### src/rtl/johnson_pkg.sv
// Width-generic helpers for Johnson (twisted-ring) codes.
// Vectors are zero-extended to JC_MAXW bits; only the low w bits are meaningful.
package johnson_pkg;

  localparam int JC_MAXW = 32;

  typedef logic [JC_MAXW-1:0] jc_vec_t;

  // A legal code has at most one boundary between adjacent bits.
  function automatic logic jc_is_legal(jc_vec_t vec, int w);
    int n = 0;
    for (int i = 0; i < JC_MAXW - 1; i++) begin
      if (i < w - 1 && vec[i] != vec[i+1]) n++;
    end
    return (n <= 1);
  endfunction

  function automatic int jc_phase(jc_vec_t vec, int w);
    int pc = 0;
    for (int i = 0; i < JC_MAXW; i++) begin
      if (i < w && vec[i]) pc++;
    end
    if (vec[0]) return pc;
    else if (pc == 0) return 0;
    else return 2 * w - pc;
  endfunction

  function automatic jc_vec_t jc_up(jc_vec_t vec, int w);
    jc_vec_t r = '0;
    for (int i = 1; i < JC_MAXW; i++) begin
      if (i < w) r[i] = vec[i-1];
    end
    r[0] = ~vec[w-1];
    return r;
  endfunction

  function automatic jc_vec_t jc_down(jc_vec_t vec, int w);
    jc_vec_t r = '0;
    for (int i = 0; i < JC_MAXW - 1; i++) begin
      if (i < w - 1) r[i] = vec[i+1];
    end
    r[w-1] = ~vec[0];
    return r;
  endfunction

endpackage

### src/rtl/johnson_seq_gen_decode.sv
// Combinational decode of a Johnson register into phase index, one-hot phase
// and legality; illegal codes report phase 0 and an all-zero one-hot.
module johnson_phase_decode
  import johnson_pkg::*;
#(
  parameter int WIDTH = 8,
  localparam int PW = $clog2(2 * WIDTH)
) (
  input  logic [WIDTH-1:0]   out,
  output logic [PW-1:0]      phase,
  output logic [2*WIDTH-1:0] dec,
  output logic               legal
);

  always_comb begin
    legal = jc_is_legal(JC_MAXW'(out), WIDTH);
    phase = '0;
    dec   = '0;
    if (legal) begin
      phase      = PW'(jc_phase(JC_MAXW'(out), WIDTH));
      dec[phase] = 1'b1;
    end
  end

endmodule

### src/rtl/johnson_seq_gen.sv
// Parametrised Johnson sequence generator: up/down stepping, parallel load,
// wrap pulse and optional recovery of illegal states to phase 0.
module johnson_seq_gen
  import johnson_pkg::*;
#(
  parameter int WIDTH        = 8,
  parameter int SELF_CORRECT = 1,
  localparam int PW = $clog2(2 * WIDTH)
) (
  input  logic               clk,
  input  logic               rstn,
  input  logic               en,
  input  logic               dir,
  input  logic               load,
  input  logic [WIDTH-1:0]   load_val,
  output logic [WIDTH-1:0]   out,
  output logic [PW-1:0]      phase,
  output logic [2*WIDTH-1:0] dec,
  output logic               legal,
  output logic               wrap,
  output logic               err
);

  localparam logic [PW-1:0] PH_LAST = PW'(2 * WIDTH - 1);

  johnson_phase_decode #(.WIDTH(WIDTH)) u_decode (
    .out   (out),
    .phase (phase),
    .dec   (dec),
    .legal (legal)
  );

  always_ff @(posedge clk) begin
    if (!rstn) begin
      out  <= '0;
      wrap <= 1'b0;
      err  <= 1'b0;
    end else begin
      wrap <= 1'b0;
      err  <= 1'b0;
      if (load) begin
        out <= load_val;
      end else if (SELF_CORRECT != 0 && !legal) begin
        out <= '0;
        err <= 1'b1;
      end else if (en) begin
        if (dir) out <= WIDTH'(jc_down(JC_MAXW'(out), WIDTH));
        else     out <= WIDTH'(jc_up(JC_MAXW'(out), WIDTH));
        // phase reads 0 for illegal codes, so gate wrap on legality too
        wrap <= legal && ((!dir && phase == PH_LAST) || (dir && phase == '0));
      end
    end
  end

endmodule
### config.mk
export PLATFORM = sky130hd
export DESIGN_NAME = johnson_seq_gen
export DESIGN_NICKNAME = d
export VERILOG_FILES = /design/src/rtl/johnson_pkg.sv /design/src/rtl/johnson_seq_gen_decode.sv /design/src/rtl/johnson_seq_gen.sv
export SDC_FILE = /design/constraint.sdc
export NUM_CORES = 1
export LEC_CHECK = 0
export CAP_MARGIN = 30
export CORE_MARGIN = 3
export CORE_UTILIZATION = 53
export DETAILED_ROUTE_END_ITERATION = 16
export PLACE_DENSITY = 0.8
export RECOVER_POWER = 100
export SLEW_MARGIN = 20
export SYNTH_ARGS = -nofsm -noshare
export SYNTH_HDL_FRONTEND = slang
export SYNTH_HIERARCHICAL = 1
export SYNTH_SLANG_ARGS = --single-unit
### constraint.sdc
create_clock -name clk -period 9.3 [get_ports clk]
set_clock_uncertainty 0.05 [all_clocks]
set_input_delay 1.86 -clock clk [delete_from_list [all_inputs] [get_ports clk]]
set_output_delay 1.86 -clock clk [all_outputs]
set_load 0.02 [all_outputs]
# Yosys cells after proc, flatten, opt, wreduce, memory -nomap -nowiden
# Cells that the tools add are included.
# classes
n_mux	35
n_eq_ne	9
order_cmp	3
mul	0
n_addsub	14
n_shift	0
n_div	0
bitwise_logic	5
n_reduce_logical	10
# ops
cell	n
two-way mux 32 bit	21
adder 32 x 2 -> 32 bit, second input constant	13
less-or-equal comparator 32 x 2 -> 1 bit, second input constant	1
zero test 32 bit	1
two-way mux 8 bit	4
two-way mux 16 bit	1
two-way mux 4 bit	4
!= test 1 bit	7
less-than comparator 4 x 5 -> 1 bit, second input constant	1
NOT 1 bit	5
demux 1 bit (select 4 bit)	1
equality test 4 bit, second input constant	1
>= comparator 4 x 1 -> 1 bit, second input constant	1
logical AND 1 bit	4
zero test 4 bit	1
two-way mux 1 bit	4
OR reduction 4 bit	1
subtractor 1 x 4 -> 4 bit, first input constant	1
!= test 3 bit, second input constant	1
OR reduction 2 bit	1
zero test 1 bit	1
logical OR 1 bit	1
# word_totals
output_inout_bits	31
word_cells	79
n_memories	0
input_bits	13
latch_bits	0
mem_bits_rw	0
romBits	0
register_bits	10

# Depth between registers and ports, before layout
# Gate-level depths: netlist of the first run.
# logic_depth
depth_word	46
ltp_mapped	30
mapped_depth_nobuf	28

# Cells and area by module
# The synthesis of the first run kept the hierarchy.
# modules_own_cells
mod	area_each_um2	cells_per_inst	seq_area_each_um2	n_inst
johnson_phase_decode	1674.1	220	0.0	1
johnson_seq_gen	541.8	61	200.2	1

# Least setup slack after synthesis of the first run
# No wires, ideal clock.
# synth_path
path_kind	flip-flop to output port
start	register out[0]
end	output port dec[12]
t_arrival_ns	6.424
path_buffers	2
stages_incl_launch_ff	29
setup_slack_ns	0.966
required_time_ns	7.390
path_cell_list	dfxtp_1 clkbuf_1 inv_1 ha_1 xnor2_2 inv_1 ha_1 mux2_2 ha_1 mux2_2 ha_1 nand2_1 o31ai_2 nand2_1 inv_1 ha_1 nand2_1 o21ai_0 ha_1 nor2b_1 or2_2 clkbuf_1 ha_1 nor2_1 xnor3_1 or3_4 clkinv_2 nand2_1 a211oi_1
# synth_between
elab_chain_len	32
elab_cells_between_ends	49
classes_between	add/sub: 14; order compare: 3; eq/ne: 1; mux: 29; reduce/logical: 2
# synth_rtl
item	line_no	rtl
start, declared	johnson_seq_gen.sv:16	output logic [WIDTH-1:0] out,
start signal, assigned	johnson_seq_gen.sv:42	out <= load_val;
start signal, assigned	johnson_seq_gen.sv:47	if (dir) out <= WIDTH'(jc_down(JC_MAXW'(out), WIDTH));
start signal, assigned	johnson_seq_gen.sv:48	else out <= WIDTH'(jc_up(JC_MAXW'(out), WIDTH));
two-way mux 1 bit	johnson_pkg.sv:21	if (i < w && vec[i]) pc++;
two-way mux 32 bit	johnson_seq_gen_decode.sv:19	if (legal) begin
adder 32 x 2 -> 32 bit	johnson_pkg.sv:21	
two-way mux 32 bit	johnson_pkg.sv:21	
two-way mux 32 bit	johnson_seq_gen_decode.sv:19	
adder 32 x 2 -> 32 bit	johnson_pkg.sv:21	
two-way mux 32 bit	johnson_pkg.sv:21	
two-way mux 32 bit	johnson_seq_gen_decode.sv:19	
[... 16 more ...]	--	
two-way mux 4 bit	johnson_pkg.sv:24	else if (pc == 0) return 0;
two-way mux 4 bit	johnson_pkg.sv:23	if (vec[0]) return pc;
two-way mux 4 bit	johnson_seq_gen_decode.sv:19	
less-than comparator 4 x 5 -> 1 bit (not written as such) or >= comparator 4 x 1 -> 1 bit (tied branches)	johnson_seq_gen_decode.sv:21	dec[phase] = 1'b1;
logical AND 1 bit (not written as such)	johnson_seq_gen_decode.sv:21	
two-way mux 1 bit (not written as such)	johnson_seq_gen_decode.sv:21	
demux 1 bit (select 4 bit)	--	
two-way mux 16 bit *	johnson_seq_gen_decode.sv:19	
end, declared	johnson_seq_gen.sv:18	output logic [2*WIDTH-1:0] dec,
# Mark *: on every way between the ends. The rest lies on a longest branch, timed or not. The select of a mux whose other input is x is not followed.

# Worst setup path after layout of the first run
# layout_path
start	register out[1]
end	output port dec[2]
# layout_between
elab_chain_len	29
elab_cells_between_ends	47
classes_between	add/sub: 13; order compare: 3; eq/ne: 2; mux: 27; reduce/logical: 2
# layout_rtl
item	line_no
two-way mux 32 bit	johnson_pkg.sv:21
two-way mux 32 bit	johnson_seq_gen_decode.sv:19
adder 32 x 2 -> 32 bit	johnson_pkg.sv:21
two-way mux 32 bit	johnson_pkg.sv:21
two-way mux 32 bit	johnson_seq_gen_decode.sv:19
adder 32 x 2 -> 32 bit	johnson_pkg.sv:21
two-way mux 32 bit	johnson_pkg.sv:21
two-way mux 32 bit	johnson_seq_gen_decode.sv:19
[... 13 more ...]	--
two-way mux 4 bit	johnson_pkg.sv:24
two-way mux 4 bit	johnson_pkg.sv:23
two-way mux 4 bit	johnson_seq_gen_decode.sv:19
less-than comparator 4 x 5 -> 1 bit (not written as such) or >= comparator 4 x 1 -> 1 bit (tied branches)	johnson_seq_gen_decode.sv:21
logical AND 1 bit (not written as such)	johnson_seq_gen_decode.sv:21
two-way mux 1 bit (not written as such)	johnson_seq_gen_decode.sv:21
demux 1 bit (select 4 bit)	--
two-way mux 16 bit *	johnson_seq_gen_decode.sv:19
# Marked as above.

==> out/summary.log, run 1 <==
[sta] final critical delay including setup and external delays 8820 ps
[global_routing] global route total overflow 0
[global_routing] antenna violations before repair 0
[clock_network] # clock sinks 10
[global_routing] aggregate global-route resource usage 22.4%
[route] antenna viol nets, final 0
[clock_network] clock buffers created by TritonCTS 3
[critical_path] Crit path largest cell delay 700 ps
[critical_path] CP max FO 11
[sta] unrepaired setup endpoints after global routing no
[route] vias per cell 6.16
[sta] share of the cycle needed by the critical path after routing 94.8%
[sta] Finish-stage setup viols 0
[critical_path] Setup crit start out[1]$_SDFFE_PN0P_
[cells_and_area] Ant. Diodes 0
[cells_and_area] area overhead of the layout relative to synthesis 21.4%
[critical_path] critical path class reg -> out
[synthesis] FF+latch count, synth 10
[route] starting DRC count in detailed routing 214
[worst_hold_path] worst hold path class reg -> reg
[critical_path] Critical Path AT 6910 ps
[synthesis] Distinct cells, synth 74
[sta] Max Transition Viols Final 0
[critical_path] startpoint type of the worst setup path flip-flop
[critical_path] endpoint type of the worst setup path output port
[clock_network] clock tree from TritonCTS built
[synthesis] post-synthesis cell count 281
[synthesis] fraction of synthesized cell area taken by the top area cell type 9.03%
[cells_and_area] nets@finish 341
[sta] Slew @ Worst Pin 1050 ps
[critical_path] Critical Path RT 7390 ps
[global_routing] number of global-route vias before repair 2105
[synthesis] top flip-flop cell by instance count after synthesis sky130_fd_sc_hd__dfxtp_1
[synthesis] largest area contributor in the netlist sky130_fd_sc_hd__dfxtp_1
[route] DR vias 2237
[placed_design] Detail Placement HPWL 4390 um
[worst_hold_path] min-delay src out[1]$_SDFFE_PN0P_
[clock_network] H-tree depth reported by CTS 1
[critical_path] critical path's most frequent cell sky130_fd_sc_hd__ha_1
[cells_and_area] proportion of layout cells with a drive suffix above 1 14.6%
[sta] remaining max-slew budget at the tightest pin 29.5%
[synthesis] number of flops mapped to enable cells by yosys 0
[run] number of max-cap violations 0
[sta] final worst setup slack 481 ps
[synthesis] summed instance area of the synthesized netlist 0.00222 mm2
[route] post-detailed-route DRC marker count 0
[route] Wirelength per Cell 15.6 um
[placed_design] count of input and output buffers 43
[clock_network] CTS Hold Buffers Added 0
[sta] highest clock frequency the design can meet 0.113 GHz
[critical_path] Worst R2R Start out[1]$_SDFFE_PN0P_
[route] detailed-routing iteration count for the pre-antenna-repair pass 4
[clock_network] clk buf depth 2
[synthesis] per-instance average area after synthesis 7.89 um2
[synthesis] Post-Syn Nets 306
[floorplanning] starting density of the core 57.5%
[cells_and_area] most frequent cells in the layout 28 x sky130_fd_sc_hd__nand2_1, 25 x sky130_fd_sc_hd__dlygate4sd3_1, 18 x sky130_fd_sc_hd__clkdlybuf4s50_1
[clock_network] clock latency on the worst-skew pair 240 ps
[floorplanning] boundary pin count 44
[clock_network] clock-pin transition on the worst setup and hold timing paths 50 ps
[floorplanning] die outline area 0.00499 mm2
[clock_network] cell chosen for the clock root sky130_fd_sc_hd__clkbuf_8
[synthesis] proportion of synthesized chip area in sequential cells 9.03%
[floorplanning] standard-cell rows 22
[floorplanning] Floorplan Core Area 0.00385 mm2
[cells_and_area] most common cell after layout, fill and taps aside sky130_fd_sc_hd__nand2_1
[sta] Total Negative Setup Slacks 0 ps
[global_routing] largest net degree at the start of global routing 25
[synthesis] number of warnings reported in the yosys synthesis log 6
[placed_design] pre-CTS setup slack 707 ps
[global_routing] global-route wire length before repair 9550 um
[route] Total Routed Length 5670 um
[critical_path] Slowest-stage cell, CP sky130_fd_sc_hd__clkdlybuf4s50_1
[synthesis] share of synthesized flip-flops with an asynchronous set or reset 0%
[run_status] status finished clean
[sta] Hold Vio Cnt, Final 0
[floorplanning] vertical die dimension 70.7 um
[placed_design] routability congestion estimate from global placement 0.853
[synthesis] cell types occupying the most area after synthesis sky130_fd_sc_hd__dfxtp_1 9.0%, sky130_fd_sc_hd__ha_1 6.8%, sky130_fd_sc_hd__nand2_1 4.7%, sky130_fd_sc_hd__mux2_2 4.1%, sky130_fd_sc_hd__xor2_1 3.6%
[floorplanning] Chip Width 70.7 um
## final cells by class
class                           count  area, um2
Multi-Input combinational cell    242       1870
Tap cell                           48       60.1
Sequential cell                    10        200
Timing Repair Buffer               47        457
Clock buffer                        4       55.1
Fill cell                         327       1160
Inverter                           12       46.3
## cells in the mapped netlist (3+ instances only)
cell type / number
sky130_fd_sc_hd__mux2_2: 8
sky130_fd_sc_hd__o21ai_2: 5
sky130_fd_sc_hd__mux2i_1: 4
sky130_fd_sc_hd__xnor2_2: 3
sky130_fd_sc_hd__a22oi_1: 7
sky130_fd_sc_hd__nand2b_1: 5
sky130_fd_sc_hd__buf_2: 10
sky130_fd_sc_hd__nand3_1: 8
sky130_fd_sc_hd__o2111ai_1: 3
sky130_fd_sc_hd__ha_1: 12
sky130_fd_sc_hd__a21oi_1: 10
sky130_fd_sc_hd__nor2_1: 16
sky130_fd_sc_hd__or3_1: 3
sky130_fd_sc_hd__nor3b_1: 3
sky130_fd_sc_hd__o21ai_0: 13
sky130_fd_sc_hd__o22ai_1: 4
sky130_fd_sc_hd__a31oi_1: 7
sky130_fd_sc_hd__xnor2_1: 7
sky130_fd_sc_hd__xor2_1: 9
sky130_fd_sc_hd__nor3_1: 11
sky130_fd_sc_hd__dfxtp_1: 10
sky130_fd_sc_hd__nor2b_1: 8
sky130_fd_sc_hd__o31ai_1: 6
sky130_fd_sc_hd__or2_2: 3
sky130_fd_sc_hd__nand2_1: 28
sky130_fd_sc_hd__inv_1: 11
## worst max-delay path, delay by kind of cell (launching register included)
| kind | cells | cell delay [ps] |
|---|---|---|
| AO/OA/AOI/OAI | 4 | 590 |
| buffers and inverters | 4 | 950 |
| AND/OR/NAND/NOR | 8 | 1280 |
| flip-flops | 1 | 500 |
| multiplexers | 3 | 720 |
| adder cells (fa/ha/maj) | 7 | 2270 |
| XOR/XNOR | 1 | 380 |
## per-layer routing
layer,vias up,global-route usage (%),routed length (um)
li1,1113,-,-
met5,-,0,0
met4,0,4.38,30
met3,7,2.41,223
met1,1048,30.5,2720
met2,69,38.6,2700
## metrics by stage
| stage | utilization (%) | hold slack, ps | area, um2 | std cells |
|---|---|---|---|---|
| after detailed placement | 68.6 | 647 | 2650 | 359 |
| after global routing | 69.8 | 701 | 2690 | 363 |
| after CTS | 70.1 | 647 | 2700 | 363 |
| after floorplan | - | 581 | 2220 | 281 |
| after global placement | 68.6 | 613 | 2650 | 359 |
| final | 69.8 | 638 | 2690 | 363 |
## repair_timing
action / CTS / global route
buffers inserted: 0 / 0
resized for setup: 0 / 1
endpoints found under the hold margin: 0 / 0
endpoints found under the setup margin: 0 / 1
## state kept, by name, summed over array words and instances (netlist names)
register and flops:
out 8, wrap 1, err 1
## logic make-up after synthesis
kind of cell             count (synthesis)  share of synthesized area [%]
XOR/XNOR                                27                           16.7
AO/OA/AOI/OAI                           80                           26.5
adder cells (fa/ha/maj)                 12                           6.78
multiplexers                            14                           7.06
buffers and inverters                   29                           6.21
AND/OR/NAND/NOR                        109                           27.7
flip-flops                              10                           9.03
## worst paths after layout
path                          to  slack [ps]  cells past startpoint
max                       dec[2]         480                     27
min reg2reg  out[1]$_SDFFE_PN0P_         640                      2
min          out[1]$_SDFFE_PN0P_         640                      2
max reg2reg      wrap$_SDFF_PP0_        2710                     28
Power of run 1 is left out: the tool's default activity adds up to more than one toggle a clock period on the data nets, which glitch-free logic cannot reach.
==> run 2: changes to the inputs <==
--- a/config.mk
+++ b/config.mk
@@ -6,6 +6,7 @@
 export NUM_CORES = 1
 export LEC_CHECK = 0
 export CAP_MARGIN = 30
+export CORE_ASPECT_RATIO = 1.2
 export CORE_MARGIN = 3
 export CORE_UTILIZATION = 53
 export DETAILED_ROUTE_END_ITERATION = 16
==> out/summary.log, run 2 (synthesized netlist as in run 1, its figures left out) <==
[critical_path] endpoint type of the worst setup path output port
[run] number of max-cap violations 0 [unchanged]
[cells_and_area] proportion of layout cells with a drive suffix above 1 14.6% [+0.047 points]
[cells_and_area] most common cell after layout, fill and taps aside sky130_fd_sc_hd__nand2_1
[route] Total Routed Length 5460 um [-3.7%]
[floorplanning] die outline area 0.00500 mm2 [about the same]
[sta] remaining max-slew budget at the tightest pin 21.3% [-8.2 points]
[clock_network] clock latency on the worst-skew pair 240 ps [about the same]
[route] post-detailed-route DRC marker count 0 [unchanged]
[clock_network] cts repair resizes 0 [unchanged]
[clock_network] cell chosen for the clock root sky130_fd_sc_hd__clkbuf_8
[sta] share of the cycle needed by the critical path after routing 94.7% [-0.11 points]
[route] Wirelength per Cell 14.8 um [-5.0%]
[clock_network] CTS Hold Buffers Added 0 [unchanged]
[worst_hold_path] Hold Crit Depth 2 [unchanged]
[cells_and_area] Ant. Diodes 0 [unchanged]
[sta] highest clock frequency the design can meet 0.114 GHz [+0.11%]
[cells_and_area] nets@finish 340 [-0.29%]
[cells_and_area] registers with the most flip-flops out x8, err x1, wrap x1
[placed_design] Detail Placement HPWL 4170 um [-4.9%]
[clock_network] Post-CTS Setup Inserts 0 [unchanged]
[sta] final critical delay including setup and external delays 8810 ps [-10.1 ps]
[critical_path] CP max FO 11 [unchanged]
[floorplanning] vertical die dimension 76.8 um [+8.7%]
[clock_network] # clock sinks 10 [unchanged]
[sta] Max Transition Viols Final 0 [unchanged]
[worst_hold_path] worst hold path class reg -> reg
[global_routing] global route total overflow 0 [unchanged]
[critical_path] Critical Path AT 6900 ps [about the same]
[clock_network] clock tree from TritonCTS built
[critical_path] startpoint type of the worst setup path flip-flop
[critical_path] critical path's most frequent cell sky130_fd_sc_hd__ha_1
[floorplanning] standard-cell rows 25 [+14%]
[clock_network] clock buffers created by TritonCTS 3 [unchanged]
[cells_and_area] register with the most flip-flops out
[global_routing] aggregate global-route resource usage 21.9% [-0.52 points]
[global_routing] number of global-route vias before repair 2037 [-3.2%]
[global_routing] largest net degree at the start of global routing 29 [+16%]
[critical_path] Crit path largest cell delay 640 ps [-60 ps]
[floorplanning] Floorplan Core Area 0.00397 mm2 [+3.1%]
[sta] unrepaired setup endpoints after global routing no
[critical_path] Critical Path RT 7390 ps [about the same]
[sta] Hold Vio Cnt, Final 0 [unchanged]
[floorplanning] boundary pin count 44 [unchanged]
[cells_and_area] area overhead of the layout relative to synthesis 21.2%
[clock_network] clock-pin transition on the worst setup and hold timing paths 50 ps [about the same]
[placed_design] count of input and output buffers 43 [unchanged]
[route] detailed-routing iteration count for the pre-antenna-repair pass 4 [unchanged]
[sta] Finish-stage setup viols 0 [unchanged]
[route] antenna viol nets, final 0 [unchanged]
[route] vias per cell 5.86 [-5.0%]
[critical_path] FF-to-FF path depth 28 [unchanged]
[sta] Slew @ Worst Pin 1180 ps [+132 ps]
[floorplanning] starting density of the core 55.8% [-1.7 points]
[cells_and_area] most frequent cells in the layout 28 x sky130_fd_sc_hd__nand2_1, 26 x sky130_fd_sc_hd__dlygate4sd3_1, 17 x sky130_fd_sc_hd__clkdlybuf4s50_1
[global_routing] global-route wire length before repair 9190 um [-3.8%]
[floorplanning] Chip Width 65.0 um [-8.0%]
[sta] Total Negative Setup Slacks 0 ps [unchanged]
[cells_and_area] max FFs per register 8 [unchanged]
[route] DR vias 2155 [-3.7%]
[placed_design] routability congestion estimate from global placement 0.819 [-4.0%]
[clock_network] H-tree depth reported by CTS 1 [unchanged]
[placed_design] placed cells 363 [+1.1%]
[critical_path] Slowest-stage cell, CP sky130_fd_sc_hd__clkdlybuf4s50_1
[global_routing] antenna violations before repair 0 [unchanged]
[clock_network] clk buf depth 2 [unchanged]
[run_status] status finished clean
[critical_path] critical path class reg -> out
[route] starting DRC count in detailed routing 103 [-52%]
[cells_and_area] number of standard cells in the layout, taps in and fillers out 368 [+1.4%]
[run 2: layout make-up]
| cell class | instances | area, um2 |
|---|---|---|
| Clock buffer | 4 | 55.1 |
| Fill cell | 358 | 1290 |
| Inverter | 12 | 46.3 |
| Multi-Input combinational cell | 242 | 1870 |
| Sequential cell | 10 | 200 |
| Tap cell | 54 | 67.6 |
| Timing Repair Buffer | 46 | 447 |
[run 2: final timing paths]
kind	to	startpoint	slack, ps
hold / removal	out[1]$_SDFFE_PN0P_	out[1]$_SDFFE_PN0P_	630
setup reg to reg	wrap$_SDFF_PP0_	out[1]$_SDFFE_PN0P_	2910
hold reg to reg	out[1]$_SDFFE_PN0P_	out[1]$_SDFFE_PN0P_	630
setup / recovery	dec[12]	out[1]$_SDFFE_PN0P_	490
[run 2: metrics by stage]
| step | setup WS [ps] | cell area [um2] | hold WS, ps | util (%) |
|---|---|---|---|---|
| floorplan | 966 | 2220 | 581 | - |
| global placement | 892 | 2640 | 602 | 66.4 |
| global route | 14.1 | 2690 | 679 | 67.6 |
| CTS | 490 | 2690 | 636 | 67.8 |
| finish | 491 | 2690 | 634 | 67.6 |
| detailed placement | 761 | 2640 | 628 | 66.4 |
[run 2: layer usage]
metal  vias to the layer above  share of wire, %  GRT usage, %
met5                         -                 0             0
met4                         0              0.66          3.94
met3                         4               2.9          1.17
met2                        54                50          40.2
met1                       986                46          28.0
li1                       1111                 -             -
[run 2: worst max-delay path: cells and delay by family (launching register included)]
| family | cells | cell delay (ps) |
|---|---|---|
| and+or+nand+nor | 8 | 1330 |
| AOI/OAI and AO/OA | 3 | 440 |
| xor gates and xnor gates | 2 | 670 |
| buffers and inverters | 5 | 1010 |
| muxes | 2 | 590 |
| adders and majority gates | 7 | 2120 |
| DFF | 1 | 490 |
Power of run 2 is left out for the same reason.
